`src/rtl/vga_sync_decoder.sv`:
```
// Recovers pixel coordinates, display window and lock status from an incoming hsync/vsync pair,
// counting timing deviations from the expected 640x480@60 raster.
module vga_sync_decoder #(
    parameter int unsigned H_DISPLAY   = 640,
    parameter int unsigned H_FRONT     = 16,
    parameter int unsigned H_SYNC      = 96,
    parameter int unsigned H_TOTAL     = 800,
    parameter int unsigned V_DISPLAY   = 480,
    parameter int unsigned V_BOTTOM    = 10,
    parameter int unsigned V_TOTAL     = 525,
    parameter int unsigned LOCK_FRAMES = 3
) (
    input  logic       clk,
    input  logic       rst_n,
    input  logic       hsync_in,
    input  logic       vsync_in,
    output logic       locked,
    output logic [9:0] pix_x,
    output logic [9:0] pix_y,
    output logic       display_on,
    output logic       frame_start,
    output logic [1:0] state,
    output logic [7:0] err_count
);

    localparam logic [9:0]  H_SYNC_START = 10'(H_DISPLAY + H_FRONT);
    localparam logic [9:0]  H_SYNC_END   = 10'(H_DISPLAY + H_FRONT + H_SYNC);
    localparam logic [9:0]  H_LAST       = 10'(H_TOTAL - 1);
    localparam logic [9:0]  V_SYNC_START = 10'(V_DISPLAY + V_BOTTOM);
    localparam logic [9:0]  V_LAST       = 10'(V_TOTAL - 1);
    localparam logic [9:0]  H_VIS        = 10'(H_DISPLAY);
    localparam logic [9:0]  V_VIS        = 10'(V_DISPLAY);
    localparam logic [10:0] WD_LIMIT     = 11'(2 * H_TOTAL);
    localparam int unsigned GW           = $clog2(LOCK_FRAMES + 1);
    localparam logic [GW-1:0] GOOD_LOCK  = GW'(LOCK_FRAMES);

    typedef enum logic [1:0] {
        StSearch  = 2'd0,
        StAcquire = 2'd1,
        StLocked  = 2'd2
    } state_e;

    logic          hs_s1_q, hs_s2_q, hs_s3_q;
    logic          vs_s1_q, vs_s2_q, vs_s3_q;
    logic [9:0]    h_cnt_q, h_cnt_d, v_cnt_q, v_cnt_d;
    logic [9:0]    pix_x_q, pix_y_q;
    logic [10:0]   wd_q, wd_d;
    state_e        state_q, state_d;
    logic [GW-1:0] good_q, good_d;
    logic          err_seen_q, err_seen_d;
    logic [7:0]    err_count_q, err_count_d;

    logic       hs_rise, hs_fall, vs_rise;
    logic       h_wrap, wd_expired, err;
    logic [9:0] h_free, v_free;

    always_ff @(posedge clk) begin
        if (!rst_n) begin
            hs_s1_q     <= 1'b0;
            hs_s2_q     <= 1'b0;
            hs_s3_q     <= 1'b0;
            vs_s1_q     <= 1'b0;
            vs_s2_q     <= 1'b0;
            vs_s3_q     <= 1'b0;
            h_cnt_q     <= '0;
            v_cnt_q     <= '0;
            pix_x_q     <= '0;
            pix_y_q     <= '0;
            wd_q        <= '0;
            state_q     <= StSearch;
            good_q      <= '0;
            err_seen_q  <= 1'b0;
            err_count_q <= '0;
        end else begin
            hs_s1_q     <= hsync_in;
            hs_s2_q     <= hs_s1_q;
            hs_s3_q     <= hs_s2_q;
            vs_s1_q     <= vsync_in;
            vs_s2_q     <= vs_s1_q;
            vs_s3_q     <= vs_s2_q;
            h_cnt_q     <= h_cnt_d;
            v_cnt_q     <= v_cnt_d;
            pix_x_q     <= h_cnt_q;
            pix_y_q     <= v_cnt_q;
            wd_q        <= wd_d;
            state_q     <= state_d;
            good_q      <= good_d;
            err_seen_q  <= err_seen_d;
            err_count_q <= err_count_d;
        end
    end

    // Checks compare the count the freewheeling raster would reach on this edge, so a sync edge
    // detected exactly on schedule matches H_SYNC_START / H_SYNC_END / V_SYNC_START.
    always_comb begin
        hs_rise = hs_s2_q & ~hs_s3_q;
        hs_fall = ~hs_s2_q & hs_s3_q;
        vs_rise = vs_s2_q & ~vs_s3_q;

        h_wrap  = (h_cnt_q == H_LAST);
        h_free  = h_wrap ? 10'd0 : h_cnt_q + 10'd1;
        v_free  = v_cnt_q;
        if (h_wrap) begin
            v_free = (v_cnt_q == V_LAST) ? 10'd0 : v_cnt_q + 10'd1;
        end
        h_cnt_d = hs_rise ? H_SYNC_START : h_free;
        v_cnt_d = vs_rise ? V_SYNC_START : v_free;

        err = (state_q != StSearch) &&
              ((hs_rise && (h_free != H_SYNC_START)) ||
               (hs_fall && (h_free != H_SYNC_END)) ||
               (vs_rise && (v_free != V_SYNC_START)));

        err_count_d = err_count_q;
        if (err && (err_count_q != 8'hff)) begin
            err_count_d = err_count_q + 8'd1;
        end

        wd_expired = (wd_q == WD_LIMIT);
        if (hs_rise) begin
            wd_d = '0;
        end else if (wd_expired) begin
            wd_d = wd_q;
        end else begin
            wd_d = wd_q + 11'd1;
        end
    end

    always_comb begin
        state_d    = state_q;
        good_d     = good_q;
        err_seen_d = err_seen_q;
        if (wd_expired) begin
            state_d    = StSearch;
            good_d     = '0;
            err_seen_d = 1'b0;
        end else begin
            unique case (state_q)
                StSearch: begin
                    if (vs_rise) begin
                        state_d    = StAcquire;
                        good_d     = '0;
                        err_seen_d = 1'b0;
                    end
                end
                StAcquire: begin
                    if (vs_rise) begin
                        err_seen_d = 1'b0;
                        if (err || err_seen_q) begin
                            good_d = '0;
                        end else if (good_q + GW'(1) == GOOD_LOCK) begin
                            good_d  = GOOD_LOCK;
                            state_d = StLocked;
                        end else begin
                            good_d = good_q + GW'(1);
                        end
                    end else if (err) begin
                        good_d     = '0;
                        err_seen_d = 1'b1;
                    end
                end
                StLocked: begin
                    if (err) begin
                        state_d    = StAcquire;
                        good_d     = '0;
                        err_seen_d = ~vs_rise;
                    end
                end
                default: begin
                    state_d = StSearch;
                    good_d  = '0;
                end
            endcase
        end
    end

    always_comb begin
        locked      = (state_q == StLocked);
        pix_x       = pix_x_q;
        pix_y       = pix_y_q;
        display_on  = locked && (pix_x_q < H_VIS) && (pix_y_q < V_VIS);
        frame_start = locked && (pix_x_q == 10'd0) && (pix_y_q == 10'd0);
        state       = state_q;
        err_count   = err_count_q;
    end

endmodule
```
`config.mk`:
```
export PLATFORM = sky130hd
export DESIGN_NAME = vga_sync_decoder
export DESIGN_NICKNAME = d
export VERILOG_FILES = /design/src/rtl/vga_sync_decoder.sv
export SDC_FILE = /design/constraint.sdc
export NUM_CORES = 1
export LEC_CHECK = 0
export ABC_AREA = 1
export BUFFER_PORTS_ARGS = -buffer_cell sky130_fd_sc_hd__buf_4
export CELL_PAD_IN_SITES_DETAIL_PLACEMENT = 0
export CELL_PAD_IN_SITES_GLOBAL_PLACEMENT = 1
export CORE_MARGIN = 5
export CORE_UTILIZATION = 40
export DETAILED_ROUTE_END_ITERATION = 8
export GPL_TIMING_DRIVEN = 0
export PLACE_DENSITY = 0.78
export SYNTH_ARGS = -nofsm -noshare
export SYNTH_HDL_FRONTEND = slang
export SYNTH_SLANG_ARGS = --single-unit
```
`constraint.sdc`:
```
create_clock -name clk -period 2.9 [get_ports clk]
set_clock_uncertainty 0.15 [all_clocks]
set_input_delay 0.29 -clock clk [delete_from_list [all_inputs] [get_ports clk]]
set_output_delay 0.29 -clock clk [all_outputs]
set_load 0.01 [all_outputs]
```
======== Word level (Yosys, flattened, before mapping) ========
Cells that the tools add are included.
storage, ports and cells
  register bits after elaboration ......... 70
  input port bits ......................... 4
  word-level logic and storage cells ...... 92
operators by class
  add/subtract/negate cells ............... 5
  $lt $le $gt $ge ......................... 2
  equality and inequality tests ........... 16
  mux-type cells .......................... 22
  bitwise operators ....................... 8
  reductions and logical operators ........ 22
operator list
  kind                                                                   count
  10-bit two-way mux                                                     4
  10-bit by 1-bit adder with 10-bit output, second input constant        2
  10-bit == test, second input constant                                  2
  10-bit zero test                                                       2
  2-bit two-way mux                                                      10
  10-bit != test, second input constant                                  2
  2-bit one-hot mux with 3 select lines                                  2
  11-bit by 1-bit adder with 11-bit output, second input constant        1
  11-bit == test, second input constant                                  1
  10-bit < comparator, second input constant                             1
  10-bit by 9-bit < comparator with 1-bit output, second input constant  1
  10-bit by 9-bit != test with 1-bit output, second input constant       1
  1-bit logical AND                                                      9
  9-bit two-way mux                                                      1
  8-bit by 1-bit adder with 8-bit output, second input constant          1
  2-bit != test, second input constant                                   4
  8-bit != test, second input constant                                   1
  2-bit OR reduction                                                     3
  1-bit inverter                                                         5
  5-bit AND reduction                                                    1
  2-bit == test, second input constant                                   2
  1-bit two-way mux                                                      4
  4-bit AND reduction                                                    1
  1-bit AND                                                              3
  9 further kinds                                                        11

======== Longest topological paths before layout ========
  depth in word-level cells ............... 11
  gate-level depth with buffers ........... 20
  gate-level depth less buffers ........... 20

======== Worst setup path before layout ========
Ideal clock, no wire load.
  path kind ............................... flip-flop to flip-flop
  start point ............................. register h_cnt_q[0]
  end point ............................... register err_count_q[2], in the netlist err_count[2]
  setup time .............................. 0.116 ns
  data arrival time ....................... 1.987 ns
  required time ........................... 2.634 ns
  path slack .............................. 0.647 ns
  cell stages (with the launch flop) ...... 19
  clock period less this slack ............ 2.253 ns
  cells stage by stage .................... dfxtp_1 -> ha_1 -> nand3_2 -> nor2_2 -> nand2_4 -> nor2_2 -> nand2_1 -> nand2_1 -> inv_1 -> nand2_1 -> nor2_1 -> nand2_1 -> nand2_1 -> nand2_2 -> nand3_4 -> inv_4 -> nand2_2 -> o21ai_1 -> a21oi_1
on the way
  word-level cells in the longest chain between the ends .. 8
  elaborated cells between the ends (all ways) .. 14
  those cells by class .................... 1 x add/sub; 4 x eq/ne; 2 x mux; 7 x reduce/logical
ends and longest elaborated chain
  element                                                                            line      RTL
  start, declared                                                                    45        logic [9:0] h_cnt_q, h_cnt_d, v_cnt_q, v_cnt_d;
  start signal, assigned                                                             81        h_cnt_q <= h_cnt_d;
  10-bit by 1-bit adder with 10-bit output / 10-bit == test (equally long branches)  101, 100
  10-bit two-way mux                                                                 101       h_free = h_wrap ? 10'd0 : h_cnt_q + 10'd1;
  10-bit != test (on tied branches)                                                  110, 111
  1-bit logical AND (on tied branches)                                               110, 111
  1-bit logical OR                                                                   110       ((hs_rise && (h_free != H_SYNC_START)) ||
  1-bit logical OR *                                                                 111       (hs_fall && (h_free != H_SYNC_END)) ||
  1-bit logical AND *                                                                109       err = (state_q != StSearch) &&
  1-bit logical AND *                                                                115       if (err && (err_count_q != 8'hff)) begin
  end signal, assigned                                                               89        err_count_q <= err_count_d;
  end, declared                                                                      51        logic [7:0] err_count_q, err_count_d;
Mark *: on every way between the ends. The rest lies on a longest branch, timed or not.
A chain may end at the register's enable or synchronous reset.

======== Final worst setup path ========
  start point ............................. register h_cnt_q[0]
  end point ............................... register state_q[0], in the netlist state[0]
on the way
  word-level cells in the longest chain between the ends .. 10
  elaborated cells between the ends (all ways) .. 17
  those cells by class .................... 1 x add/sub; 6 x eq/ne; 2 x mux; 8 x reduce/logical
ends and longest elaborated chain
  element                                                                            line      RTL
  10-bit by 1-bit adder with 10-bit output / 10-bit == test (equally long branches)  101, 100
  10-bit two-way mux                                                                 101
  10-bit != test (on tied branches)                                                  110, 111
  1-bit logical AND (on tied branches)                                               110, 111
  1-bit logical OR                                                                   110
  1-bit logical OR *                                                                 111
  1-bit logical AND *                                                                109
  1-bit logical OR                                                                   149       if (err || err_seen_q) begin
  2-bit != test (no source line)                                                     --
  5-bit AND reduction (no source line) *                                             --
  end signal, assigned                                                               70        state_q <= StSearch;
  end signal, assigned                                                               86        state_q <= state_d;
  end, declared                                                                      48        state_e state_q, state_d;
Marks and branches as above.

==> flow_metrics.env <==
export IMPL_status="finished clean"
export IMPL_gp_congestion=0.820
export IMPL_irDropWorstVdd_mv=0.215
export IMPL_finalNetCount=575
export IMPL_place_area_sq_mm=0.00389
export IMPL_min_to="err_count[0]"
export IMPL_timing_rr_end="state[0]"
export IMPL_maxCapViolations=0
export IMPL_syn_nets=527
export IMPL_reg2regPathDepth=16
export IMPL_antenna_cells=0
export IMPL_critPathCaptureType="register"
export IMPL_maxSlewViolCount=0
export IMPL_relSlewSlack_pct=52.8
export IMPL_yosysMostFrequentCell="nand2_1"
export IMPL_timing_final_crit_share_pct=88.0
export IMPL_synth_top_area_cell="dfxtp_1"
export IMPL_grt_pass1_wl_mm=13.7
export IMPL_via_per_inst=4.66
export IMPL_ant_nets=0
export IMPL_rows=34
export IMPL_ys_top_cells_by_count="131 x nand2_1, 95 x inv_1, 70 x dfxtp_1, 63 x nor2_1, 33 x a21oi_1"
export IMPL_coreArea_sq_mm=0.00864
export IMPL_fill_cells=885
export IMPL_place_hpwl_mm=6.23
export IMPL_areaGrowthSynthToFinish_pct=18.5
export IMPL_path_max_fanout=8
export IMPL_min_from="rst_n"
export IMPL_port_buffers=35
export IMPL_clkSinkCount=70
export IMPL_r2r_slack_ps=350
export IMPL_first_pass_iters=4
export IMPL_ys_ff_latch=70
export IMPL_synth_ff_type="dfxtp_1"
export IMPL_clk_pin_slew_ps=80
export IMPL_synth_cell_types=34
export IMPL_finalHoldViolations=0
export IMPL_drc=0
export IMPL_synth_area_leaders="dfxtp_1 40%, nand2_1 14%, inv_1 10%"
export IMPL_wl_mm=7.95
export IMPL_grt_antenna_before_repair=0
export IMPL_setup_viol=0
export IMPL_initial_utilization_pct=40.5
export IMPL_worst_slack_ps=348
export IMPL_worstMarginPinSlew_ps=702
export IMPL_wl_per_cell_um=11.8
export IMPL_cts_root_buf="clkbuf_8"
export IMPL_h_tree_depth=3
export IMPL_holdPathStages=3
export IMPL_rsz0062_at_grt="false"
export IMPL_synthDominantCellAreaShare_pct=40.1
export IMPL_layoutNonFillerInstCount=673
export IMPL_worstPathRequired_ps=3000
export IMPL_place_inst=655
export IMPL_grt_max_degree=14
export IMPL_ios=37
export IMPL_tns_ps=0
export IMPL_dieArea_sq_mm=0.0107
export IMPL_cts_buffer_depth=2
export IMPL_finalInstanceArea_sq_mm=0.00414
export IMPL_start_kind="register"
export IMPL_cts_setup_buffers=0
export IMPL_grtUsageTotal_pct=16.2
export IMPL_cts_made_buffers=9
export IMPL_min_path_type="in -> reg"
export IMPL_drt_first_iter_violations=140
export IMPL_finalCriticalPeriod_ps=2550
export IMPL_dieHeight_um=103
export IMPL_timing_hold_ws_ps=145
export IMPL_cp_arrival_ps=2650
export IMPL_grt_pass1_vias=2974
export IMPL_fmax_mhz=392
export IMPL_synth_edff_count=0
export IMPL_yosysSeqAreaShare_pct=40.1
export IMPL_timing_rr_start="h_cnt_q[0]"
export IMPL_syn_inst=512
export IMPL_avgSynthCellArea_sq_um=6.83
export IMPL_vias=3139
export IMPL_synth_warnings=0
export IMPL_syn_area_sq_mm=0.00349
export IMPL_drive_gt1_share_pct=14.0
export IMPL_critPathKind="reg -> reg"
export IMPL_cts_tree="done"
export IMPL_die_w_um=103
export IMPL_power_leakage_uw=0.00202
export IMPL_async_flop_share_pct=0
export IMPL_grt_ovfl_total=0
export IMPL_preCtsSetupSlack_ps=228
export IMPL_worstSkewPairLatency_ps=350
export IMPL_powerDensity_mw_per_mm2=500
## cells by family (layout without fill, tap and decap cells)
group                      after synthesis  in the layout  share of synthesized area [%]
xor gates and xnor gates                 3              3                          0.752
adders and majority gates               11             11                           3.94
buffers and inverters                  106            159                           12.0
DFF                                     70             70                           40.1
and+or+nand+nor                        268            268                           34.6
AOI/OAI and AO/OA                       54             54                           8.66
## power by group
part	total, uW	internal (uW)	switching, uW
Clock	881	491	391
Combinational	173	61.9	111
Sequential	1020	988	27.4
Total	2070	1540	529
## through the flow
| stage | utilization (%) | power [uW] |
|---|---|---|
| detailed placement | 45.1 | 1210 |
| CTS | 47.9 | 2100 |
| finish | 48.0 | 2070 |
| global route | 48.0 | 2170 |
| global placement | 45.1 | 1210 |
| floorplan | - | 1150 |
## registers in the layout, summed over array words and instances, names as in the netlist
register,cells
hs_s2_q,1
err_count,8
pix_y,10
wd_q,11
h_cnt_q,10
vs_s3_q,1
good_q,2
hs_s3_q,1
hs_s1_q,1
v_cnt_q,10
err_seen_q,1
state,2
vs_s2_q,1
pix_x,10
vs_s1_q,1
## critical path, stage by stage (launching register included)
cell and delay (ps):
dfxtp_1 430, ha_2 290, nand3_2 150, nor2_4 170, nand2_4 120, nand2_1 120
nand3_1 80, nor2_1 120, nand3_1 80, nand2_1 60, nand2_1 50, inv_1 70
nand2_2 100, nand2_4 120, nand3_1 120, a21oi_1 170, nor2_1 60
## how the worst max path moves through the flow
stage	to	startpoint	slack (ps)	cells past startpoint
after CTS	state[0]	h_cnt_q[0]	240	16
after global routing	state[0]	h_cnt_q[0]	30	16
after floorplan	err_count[2]	h_cnt_q[0]	650	18
after detailed placement	state[0]	h_cnt_q[0]	230	16
final	state[0]	h_cnt_q[0]	350	16
after global placement	state[0]	h_cnt_q[0]	250	16
## metal layers
layer / global-route usage, % / up-vias / wire, um
met1: 21.3 / 1388 / 3890
met4: 5.68 / 0 / 86
met3: 3.35 / 8 / 347
met5: 0 / - / 0
met2: 26.4 / 49 / 3620
li1: - / 1694 / -
## cell usage in the layout, fill, tap and decap left out, drive strengths merged, types with 5 or more instances in the layout
master | netlist | routed
a21oi | 34 | 34
buf | 5 | 40
clkbuf | 5 | 15
dfxtp | 70 | 70
ha | 11 | 11
inv | 96 | 97
nand2 | 135 | 135
nand3 | 36 | 36
nand4 | 11 | 11
nor2 | 70 | 70
nor3 | 7 | 7
nor4 | 5 | 5
o21ai | 14 | 14
## final cells by class
cell class | count | area, sq um | share of cell area (%)
timing repair buffer | 37 | 283 | 6.83
multi-input combinational | 336 | 1680 | 40.6
sequential | 70 | 1400 | 33.8
tap | 108 | 135 | 3.26
inverter | 96 | 363 | 8.76
buffer | 10 | 56.3 | 1.36
clock buffer | 10 | 128 | 3.08
clock inverter | 6 | 93.8 | 2.27
## timing repair
action	CTS	global route
resized for setup	0	2
hold buffers	2	0
endpoints found under the setup margin	0	5
endpoints found under the hold margin	2	0
(Power assumes the default switching activity.)
